[config.mk]
export PLATFORM = sky130hd
export DESIGN_NAME = hawk_axiwr_arb
export DESIGN_NICKNAME = d
export VERILOG_FILES = /design/src/rtl/hacd_pkg.sv /design/src/rtl/hawk_rr_picker.sv /design/src/rtl/hawk_axiwr_arb.sv
export SDC_FILE = /design/constraint.sdc
export NUM_CORES = 1
export LEC_CHECK = 0
export BUFFER_PORTS_ARGS = -buffer_cell sky130_fd_sc_hd__buf_2
export CAP_MARGIN = 10
export CORE_AREA = 2 2 240 242
export CTS_CLUSTER_DIAMETER = 40
export DETAILED_ROUTE_END_ITERATION = 8
export DIE_AREA = 0 0 242 244
export GPL_TIMING_DRIVEN = 0
export SLEW_MARGIN = 5
export SYNTH_ARGS = -nofsm -noshare
export SYNTH_HDL_FRONTEND = slang
export SYNTH_SLANG_ARGS = --single-unit
[constraint.sdc]
create_clock -name clk_i -period 3.2 [get_ports clk_i]
set_clock_uncertainty 0.1 [all_clocks]
set_input_delay 0.64 -clock clk_i [delete_from_list [all_inputs] [get_ports clk_i]]
set_output_delay 0.64 -clock clk_i [all_outputs]
set_load 0.1 [all_outputs]
[src/rtl/hacd_pkg.sv]
// Shared AXI write-side packet types and write-arbiter definitions for the hawk page-write path.
package hacd_pkg;

  localparam int HAWK_AXI_ADDR_W = 40;
  localparam int HAWK_AXI_DATA_W = 64;
  localparam int HAWK_AXI_STRB_W = HAWK_AXI_DATA_W / 8;

  typedef struct packed {
    logic [HAWK_AXI_ADDR_W-1:0] addr;
    logic [HAWK_AXI_DATA_W-1:0] data;
    logic [HAWK_AXI_STRB_W-1:0] strb;
    logic                       awvalid;
    logic                       wvalid;
  } axi_wr_reqpkt_t;

  typedef struct packed {
    logic awready;
    logic wready;
  } axi_wr_rdypkt_t;

  typedef struct packed {
    logic [1:0] bresp;
    logic       bvalid;
  } axi_wr_resppkt_t;

  localparam int HAWK_WRARB_MAX_REQ = 8;

  typedef enum logic [1:0] {
    WARB_IDLE   = 2'd0,
    WARB_XFER   = 2'd1,
    WARB_WAIT_B = 2'd2
  } warb_state_e;

  // Snapshot exported to the stall_debug probes.
  typedef struct packed {
    warb_state_e                   state;
    logic [HAWK_WRARB_MAX_REQ-1:0] gnt;
    logic [15:0]                   err_cnt;
  } debug_wrarb_t;

endpackage

[src/rtl/hawk_rr_picker.sv]
// Combinational round-robin picker: one-hot choice of the first set request at or after ptr_i.
module hawk_rr_picker #(
  parameter int NUM_REQ = 4,
  parameter int PW      = 2
) (
  input  logic [NUM_REQ-1:0] req_i,
  input  logic [PW-1:0]      ptr_i,
  output logic [NUM_REQ-1:0] pick_o
);

  logic          found;
  logic [PW:0]   sum;
  logic [PW-1:0] idx;

  // One extra sum bit so ptr+k never overflows before the wrap compare.
  always_comb begin
    pick_o = '0;
    found  = 1'b0;
    sum    = '0;
    idx    = '0;
    for (int k = 0; k < NUM_REQ; k++) begin
      sum = {1'b0, ptr_i} + (PW+1)'(k);
      if (sum >= (PW+1)'(NUM_REQ)) begin
        sum = sum - (PW+1)'(NUM_REQ);
      end
      idx = sum[PW-1:0];
      if (!found && req_i[idx]) begin
        pick_o[idx] = 1'b1;
        found       = 1'b1;
      end
    end
  end

endmodule

[src/rtl/hawk_axiwr_arb.sv]
// Round-robin sharing of the hawk_axiwr_master port; one write outstanding, grant held
// from AW/W acceptance until B, which is returned to the owner only.
module hawk_axiwr_arb
  import hacd_pkg::*;
#(
  parameter int NUM_REQ = 4,
  parameter int CNT_W   = 16
) (
  input  logic                                clk_i,
  input  logic                                rst_ni,
  input  axi_wr_reqpkt_t  [NUM_REQ-1:0]       req_pkt_i,
  output axi_wr_rdypkt_t  [NUM_REQ-1:0]       rdy_pkt_o,
  output axi_wr_resppkt_t [NUM_REQ-1:0]       resp_pkt_o,
  output axi_wr_reqpkt_t                      mst_req_o,
  input  axi_wr_rdypkt_t                      mst_rdy_i,
  input  axi_wr_resppkt_t                     mst_resp_i,
  output logic [NUM_REQ-1:0]                  gnt_o,
  output logic                                busy_o,
  output logic [CNT_W-1:0]                    err_cnt_o
);

  localparam int PW = (NUM_REQ > 1) ? $clog2(NUM_REQ) : 1;

  localparam logic [1:0] S_IDLE   = WARB_IDLE;
  localparam logic [1:0] S_XFER   = WARB_XFER;
  localparam logic [1:0] S_WAIT_B = WARB_WAIT_B;

  logic [1:0]         state_q,   state_d;
  logic [PW-1:0]      rr_ptr_q,  rr_ptr_d;
  logic [NUM_REQ-1:0] gnt_q,     gnt_d;
  logic               aw_done_q, aw_done_d;
  logic               w_done_q,  w_done_d;
  logic [CNT_W-1:0]   err_cnt_q, err_cnt_d;

  logic [NUM_REQ-1:0] req_vec;
  logic [NUM_REQ-1:0] pick;
  logic [PW-1:0]      g_idx;
  axi_wr_reqpkt_t     own_req;
  logic               aw_fire, w_fire, aw_all, w_all;
  logic               b_take, err_inc;

  always_comb begin
    req_vec = '0;
    for (int i = 0; i < NUM_REQ; i++) begin
      req_vec[i] = req_pkt_i[i].awvalid;
    end
  end

  hawk_rr_picker #(
    .NUM_REQ (NUM_REQ),
    .PW      (PW)
  ) u_picker (
    .req_i  (req_vec),
    .ptr_i  (rr_ptr_q),
    .pick_o (pick)
  );

  always_comb begin
    g_idx = '0;
    for (int i = 0; i < NUM_REQ; i++) begin
      if (gnt_q[i]) g_idx = PW'(i);
    end
  end

  always_comb begin
    state_d    = state_q;
    rr_ptr_d   = rr_ptr_q;
    gnt_d      = gnt_q;
    aw_done_d  = aw_done_q;
    w_done_d   = w_done_q;
    err_cnt_d  = err_cnt_q;
    mst_req_o  = '0;
    rdy_pkt_o  = '0;
    resp_pkt_o = '0;
    own_req    = req_pkt_i[g_idx];
    aw_fire    = 1'b0;
    w_fire     = 1'b0;
    aw_all     = 1'b0;
    w_all      = 1'b0;
    b_take     = 1'b0;
    err_inc    = 1'b0;

    case (state_q)
      S_IDLE: begin
        // A response with nobody waiting for it is dropped but counted.
        err_inc = mst_resp_i.bvalid;
        if (|pick) begin
          gnt_d   = pick;
          state_d = S_XFER;
        end
      end
      S_XFER: begin
        mst_req_o                 = own_req;
        mst_req_o.awvalid         = own_req.awvalid & ~aw_done_q;
        mst_req_o.wvalid          = own_req.wvalid  & ~w_done_q;
        rdy_pkt_o[g_idx].awready  = mst_rdy_i.awready & ~aw_done_q;
        rdy_pkt_o[g_idx].wready   = mst_rdy_i.wready  & ~w_done_q;
        aw_fire   = own_req.awvalid & ~aw_done_q & mst_rdy_i.awready;
        w_fire    = own_req.wvalid  & ~w_done_q  & mst_rdy_i.wready;
        aw_all    = aw_done_q | aw_fire;
        w_all     = w_done_q  | w_fire;
        aw_done_d = aw_all;
        w_done_d  = w_all;
        if (aw_all && w_all) begin
          if (mst_resp_i.bvalid) b_take  = 1'b1;
          else                   state_d = S_WAIT_B;
        end
      end
      S_WAIT_B: begin
        b_take = mst_resp_i.bvalid;
      end
      default: begin
        state_d = S_IDLE;
      end
    endcase

    if (b_take) begin
      resp_pkt_o[g_idx] = mst_resp_i;
      err_inc           = (mst_resp_i.bresp != 2'b00);
      gnt_d             = '0;
      aw_done_d         = 1'b0;
      w_done_d          = 1'b0;
      state_d           = S_IDLE;
      rr_ptr_d          = (g_idx == PW'(NUM_REQ-1)) ? '0 : g_idx + 1'b1;
    end

    if (err_inc && (err_cnt_q != {CNT_W{1'b1}})) begin
      err_cnt_d = err_cnt_q + CNT_W'(1);
    end
  end

  always_ff @(posedge clk_i or negedge rst_ni) begin
    if (!rst_ni) begin
      state_q   <= S_IDLE;
      rr_ptr_q  <= '0;
      gnt_q     <= '0;
      aw_done_q <= 1'b0;
      w_done_q  <= 1'b0;
      err_cnt_q <= '0;
    end else begin
      state_q   <= state_d;
      rr_ptr_q  <= rr_ptr_d;
      gnt_q     <= gnt_d;
      aw_done_q <= aw_done_d;
      w_done_q  <= w_done_d;
      err_cnt_q <= err_cnt_d;
    end
  end

  assign gnt_o     = gnt_q;
  assign busy_o    = (state_q != S_IDLE);
  assign err_cnt_o = err_cnt_q;

endmodule
* Word-level counts from Yosys, hierarchy flattened
Index checks and enable logic that the tools add are counted.
** Cells by class
- Add/subtract/negate cells :: 9
- Order comparisons :: 14
- Equality and inequality tests :: 8
- Muxes and demuxes :: 60
- Bitwise gates (word level) :: 15
- Reduce and logical (&&, ||, !) cells :: 22
** Operators by type and width (count)
- 114-bit binary-select mux with 2-bit select :: 1
- 114-bit two-way mux :: 2
- 4-bit two-way mux :: 7
- 2-bit two-way mux :: 12
- 1-bit two-way mux :: 21
- 16-bit by 1-bit adder with 16-bit output, second input constant :: 1
- 16-bit != test, second input constant :: 1
- 2-bit by 3-bit < comparator with 1-bit output, second input constant :: 5
- 12-bit AND :: 1
- 12-bit two-way mux :: 1
- 4-bit bitwise OR :: 3
- 2-bit by 1-bit >= comparator with 1-bit output, second input constant :: 5
- 1-bit logical AND :: 10
- 2-bit nonzero test :: 5
- 3-bit >= comparator, second input constant :: 3
- 3-bit != test, second input constant :: 3
- 8-bit AND :: 1
- 1-bit binary-select mux with 2-bit select :: 4
- 8-bit bitwise mux :: 1
- 1-bit demux with 2-bit select :: 4
- 2-bit demux with 2-bit select :: 2
- 8-bit two-way mux :: 1
- 2-bit by 1-bit subtractor with 2-bit output, second input constant :: 4
- 2-bit by 2-bit adder with 3-bit output, second input constant :: 2
- other kinds (18) :: 28
** Word-level totals
- Register bits after elaboration :: 26
- Input port bits :: 463
- Output and inout bits :: 155

* Longest topological paths before layout
- Depth in word-level cells :: 18
- Gate-level depth with buffers :: 9
- Mapped depth without buffers :: 8

* By module
A second synthesis with hierarchy kept.
** Second synthesis, totals
- Cell total of the unflattened synthesis :: 955
- Area, all modules :: 6113.4 sq um
** Modules (own cells, without submodules)
- hawk_axiwr_arb :: times used 1, cells an instance 925, area an instance 5810.6 sq um, sequential area each 650.6 sq um
- hawk_rr_picker :: times used 1, cells an instance 30, area an instance 302.8 sq um, sequential area each 0.0 sq um

* Worst setup path before layout
No wires, ideal clock.
- Path kind :: register to output
- Start :: reg gnt_q[1], in the netlist gnt_o[1]
- End :: out rdy_pkt_o[2] (netlist name)
- Data arrival time :: 3702 ps
- Data required time :: 2460 ps
- Path slack :: -1242 ps
- Cell stages (with the launch flop) :: 9
- Cell sequence :: dfrtp_1 -> buf_6 -> clkbuf_1 -> buf_1 -> inv_1 -> o21ai_0 -> ha_1 -> inv_1 -> nor2_1
** RTL lines
- start, declared :: line hawk_axiwr_arb.sv:30 : logic [NUM_REQ-1:0] gnt_q, gnt_d;
- start signal, assigned :: line hawk_axiwr_arb.sv:143 : gnt_q <= gnt_d;
- end, declared :: line hawk_axiwr_arb.sv:12 : output axi_wr_rdypkt_t [NUM_REQ-1:0] rdy_pkt_o,

==> flow_summary.yaml <==
status:
  status: "finished, violations left"
  violations: "setup timing"
die:
  die_area_um2: 59000
  fp.dieW_um: 242
  initial_core_util_pct: 10.6
  die_y_um: 244
  coreArea_um2: 56200
  io-pin-count: 618
  fp-row-count: 87
layout:
  nFillCells: 6383
  fin_cells: 2390
  multi_input_area_um2: 5730
  layout.nets: 2102
  utilization_pct: 21.5
  syn2layout_area_growth_pct: 102
  regArea_um2: 662
  final_cell_area_um2: 12100
  layout-drive-gt1-share_pct: 56.5
clocking:
  cts_buffer_depth: 2
  cts.clk_slew.worst_paths_ns: 0.07
  cts-buffers-inserted: 3
  cts_tree: "done"
  ctsHoldBuffers: 0
  insertion_delay_ns: 0.26
  cts_sinks: 26
  cts_root_buffer: "clkbuf_16"
  htreeDepth: 1
worst_setup_path:
  crit_type: "flop to output port"
  crit_required_ns: 2.46
  ff2ff_path_depth: 9
  cp-start-kind: "flop"
  critPathMaxFanout: 7
  arrival_ns: 2.52
  end_kind: "output port"
sta:
  period_minus_slack_ns: 3.26
  rsz0062_at_grt: "true"
  setup_slack_ns: -0.0570
  worst_slew_pin_slew_ns: 0.790
  slew_viol_final: 0
  fmaxAchievable_ghz: 0.307
  finalHoldViolations: 0
  fin_setup_tns_ns: -0.526
  hold_slack_ns: 0.285
  finalCritPeriodShare_pct: 102
  maxSlewHeadroom_pct: 47.3
  setup_viol_count_final: 12
power_and_ir_drop:
  seq_power_share_pct: 3.9
  power.total_mw: 14.8
  switchingPower_mw: 10.3
  combPwrFrac_pct: 93.5
  p_int_mw: 4.48
  clock_power_share_pct: 2.6
  p_per_area_nw_per_um2: 1230
  power_leakage_nw: 5.60
  peakVddDrop_uv: 787
  netSwitchingFraction_pct: 69.7
placement:
  dp_slack_ns: -1.31
  io_buffers: 617
  gp_congestion: 1.01
  dpl.cell_count: 2364
  dp_hpwl_um: 44100
  postPlaceCellArea_um2: 10600
synth:
  yosysSeqAreaShare_pct: 10.9
  synth-seq-cells: 26
  synthTopCellsByCount: "nor2_1 (366), a21oi_1 (238), mux2i_1 (117)"
  yosysWarnings: 0
  netlist_area_um2: 5970
  post-synth-top-count-cell: "nor2_1"
  async_flop_share_pct: 100
  synth_nets: 1464
  synth_area_leaders: "nor2_1 (23%), a21oi_1 (20%), mux2i_1 (20%)"
  ys.flop_type: "dfrtp_1"
  syn_inst: 988
  synth_largest_area_cell: "nor2_1"
  syn_avg_cell_area_um2: 6.04
  yosysUniqueCellTypes: 52
  yosysTopAreaCellShare_pct: 23.0
  synth_edf_count: 0
grt:
  grt_antenna_before_repair: 35
  grt_start_max_net_pins: 27
  grt_use_total_pct: 16.5
  grt_pass1_vias: 9917
  grt_pass1_wl_um: 70500
  grt_overflow_total: 0
detailed_routing:
  drt-total-wl_um: 52300
  first_pass_iters: 6
  detail_route.iter0.violations: 416
  postRouteAntennaNets: 0
  drc: 0
  via_per_inst: 4.14
  num_vias: 9892
  post_drt_wl_per_cell_um: 21.9
run:
  max_cap_viol_count: 0
hold_path:
  hp-class: "primary input to async pin"
## cell type report
type	count	share of cell area, %
antenna	9	0.187
buffer	81	4.84
clock buffer	3	0.623
clock inverter	1	0.249
inverter	16	0.592
multi-input combinational	861	47.5
sequential	26	5.49
tap	756	7.85
timing repair buffer	637	32.7
## path summary, 6_finish.rpt
| path | start | end | slack, ns |
|---|---|---|---|
| hold / removal | rst_ni | gnt_o[0]$_DFFE_PN0P_ | 0.28 |
| min in group clk_i | err_cnt_o[4]$_DFFE_PN0P_ | err_cnt_o[4]$_DFFE_PN0P_ | 0.40 |
| max in group asynchronous | rst_ni | gnt_o[3]$_DFFE_PN0P_ | 2.25 |
| setup reg to reg | rr_ptr_q[0]$_DFFE_PN0P_ | state_q[0]$_DFFE_PN0P_ | 0.20 |
| setup / recovery | gnt_o[1]$_DFFE_PN0P_ | resp_pkt_o[0] | -0.06 |
| hold reg to reg | err_cnt_o[4]$_DFFE_PN0P_ | err_cnt_o[4]$_DFFE_PN0P_ | 0.40 |
## registers in the layout (all words and copies together) (netlist names)
register / cells
aw_done_q: 1
err_cnt_o: 16
gnt_o: 4
rr_ptr_q: 2
state_q: 2
w_done_q: 1
## cells in the final DEF, fill, tap and decap left out, types with 14 or more instances in the layout
cell,synthesis,routed
a21oi_1,238,230
nand2_1,22,20
buf_12,0,18
buf_6,3,35
nor2_1,366,212
buf_2,5,508
dfrtp_1,26,23
buf_4,2,69
clkbuf_4,0,33
xnor2_1,14,14
nor2_2,0,112
nor2_4,0,42
clkbuf_2,0,28
mux2i_1,117,106
## metal layers
layer | wire length (µm) | track usage [%]
met1 | 20100 | 18.5
met2 | 26000 | 30.5
met3 | 3280 | 2.74
met4 | 2960 | 7.57
met5 | 78 | 0
## worst max-delay path, stage by stage, from the launching register on
cell	delay [ns]
dfrtp_4	0.50
buf_12	0.16
mux2_4	0.32
a2111oi_4	0.55
o31ai_2	0.16
nand2_1	0.15
clkbuf_16	0.18
nor2_4	0.05
buf_12	0.18
## kinds of logic after synthesis
group,count (synthesis),share of synthesized area [%]
DFF,26,10.9
adders and majority gates,13,2.73
buffers and inverters,101,6.96
and+or+nand+nor,433,29.7
muxes,125,21.9
AOI/OAI and AO/OA,275,25.6
xor gates and xnor gates,15,2.20
## timing repair
item                       in CTS  in global routing
resized for setup             274                137
setup endpoints to repair     135                110
buffers inserted               14                  6
pin swaps                       9                 15
hold endpoints to repair        0                  0
## power by group through the flow
stage | combinational, mW | clock [mW] | sequential [mW]
4_1_cts | 13.4 | 0.378 | 0.562
2_1_floorplan | 9.10 | 0 | 0.947
6_report | 13.8 | 0.377 | 0.578
3_5_place_dp | 12.5 | 0 | 0.567
5_1_grt | 14.6 | 0.396 | 0.594
3_3_place_gp | 12.4 | 0 | 0.564
No activity file was read; power rests on OpenSTA's default activity.
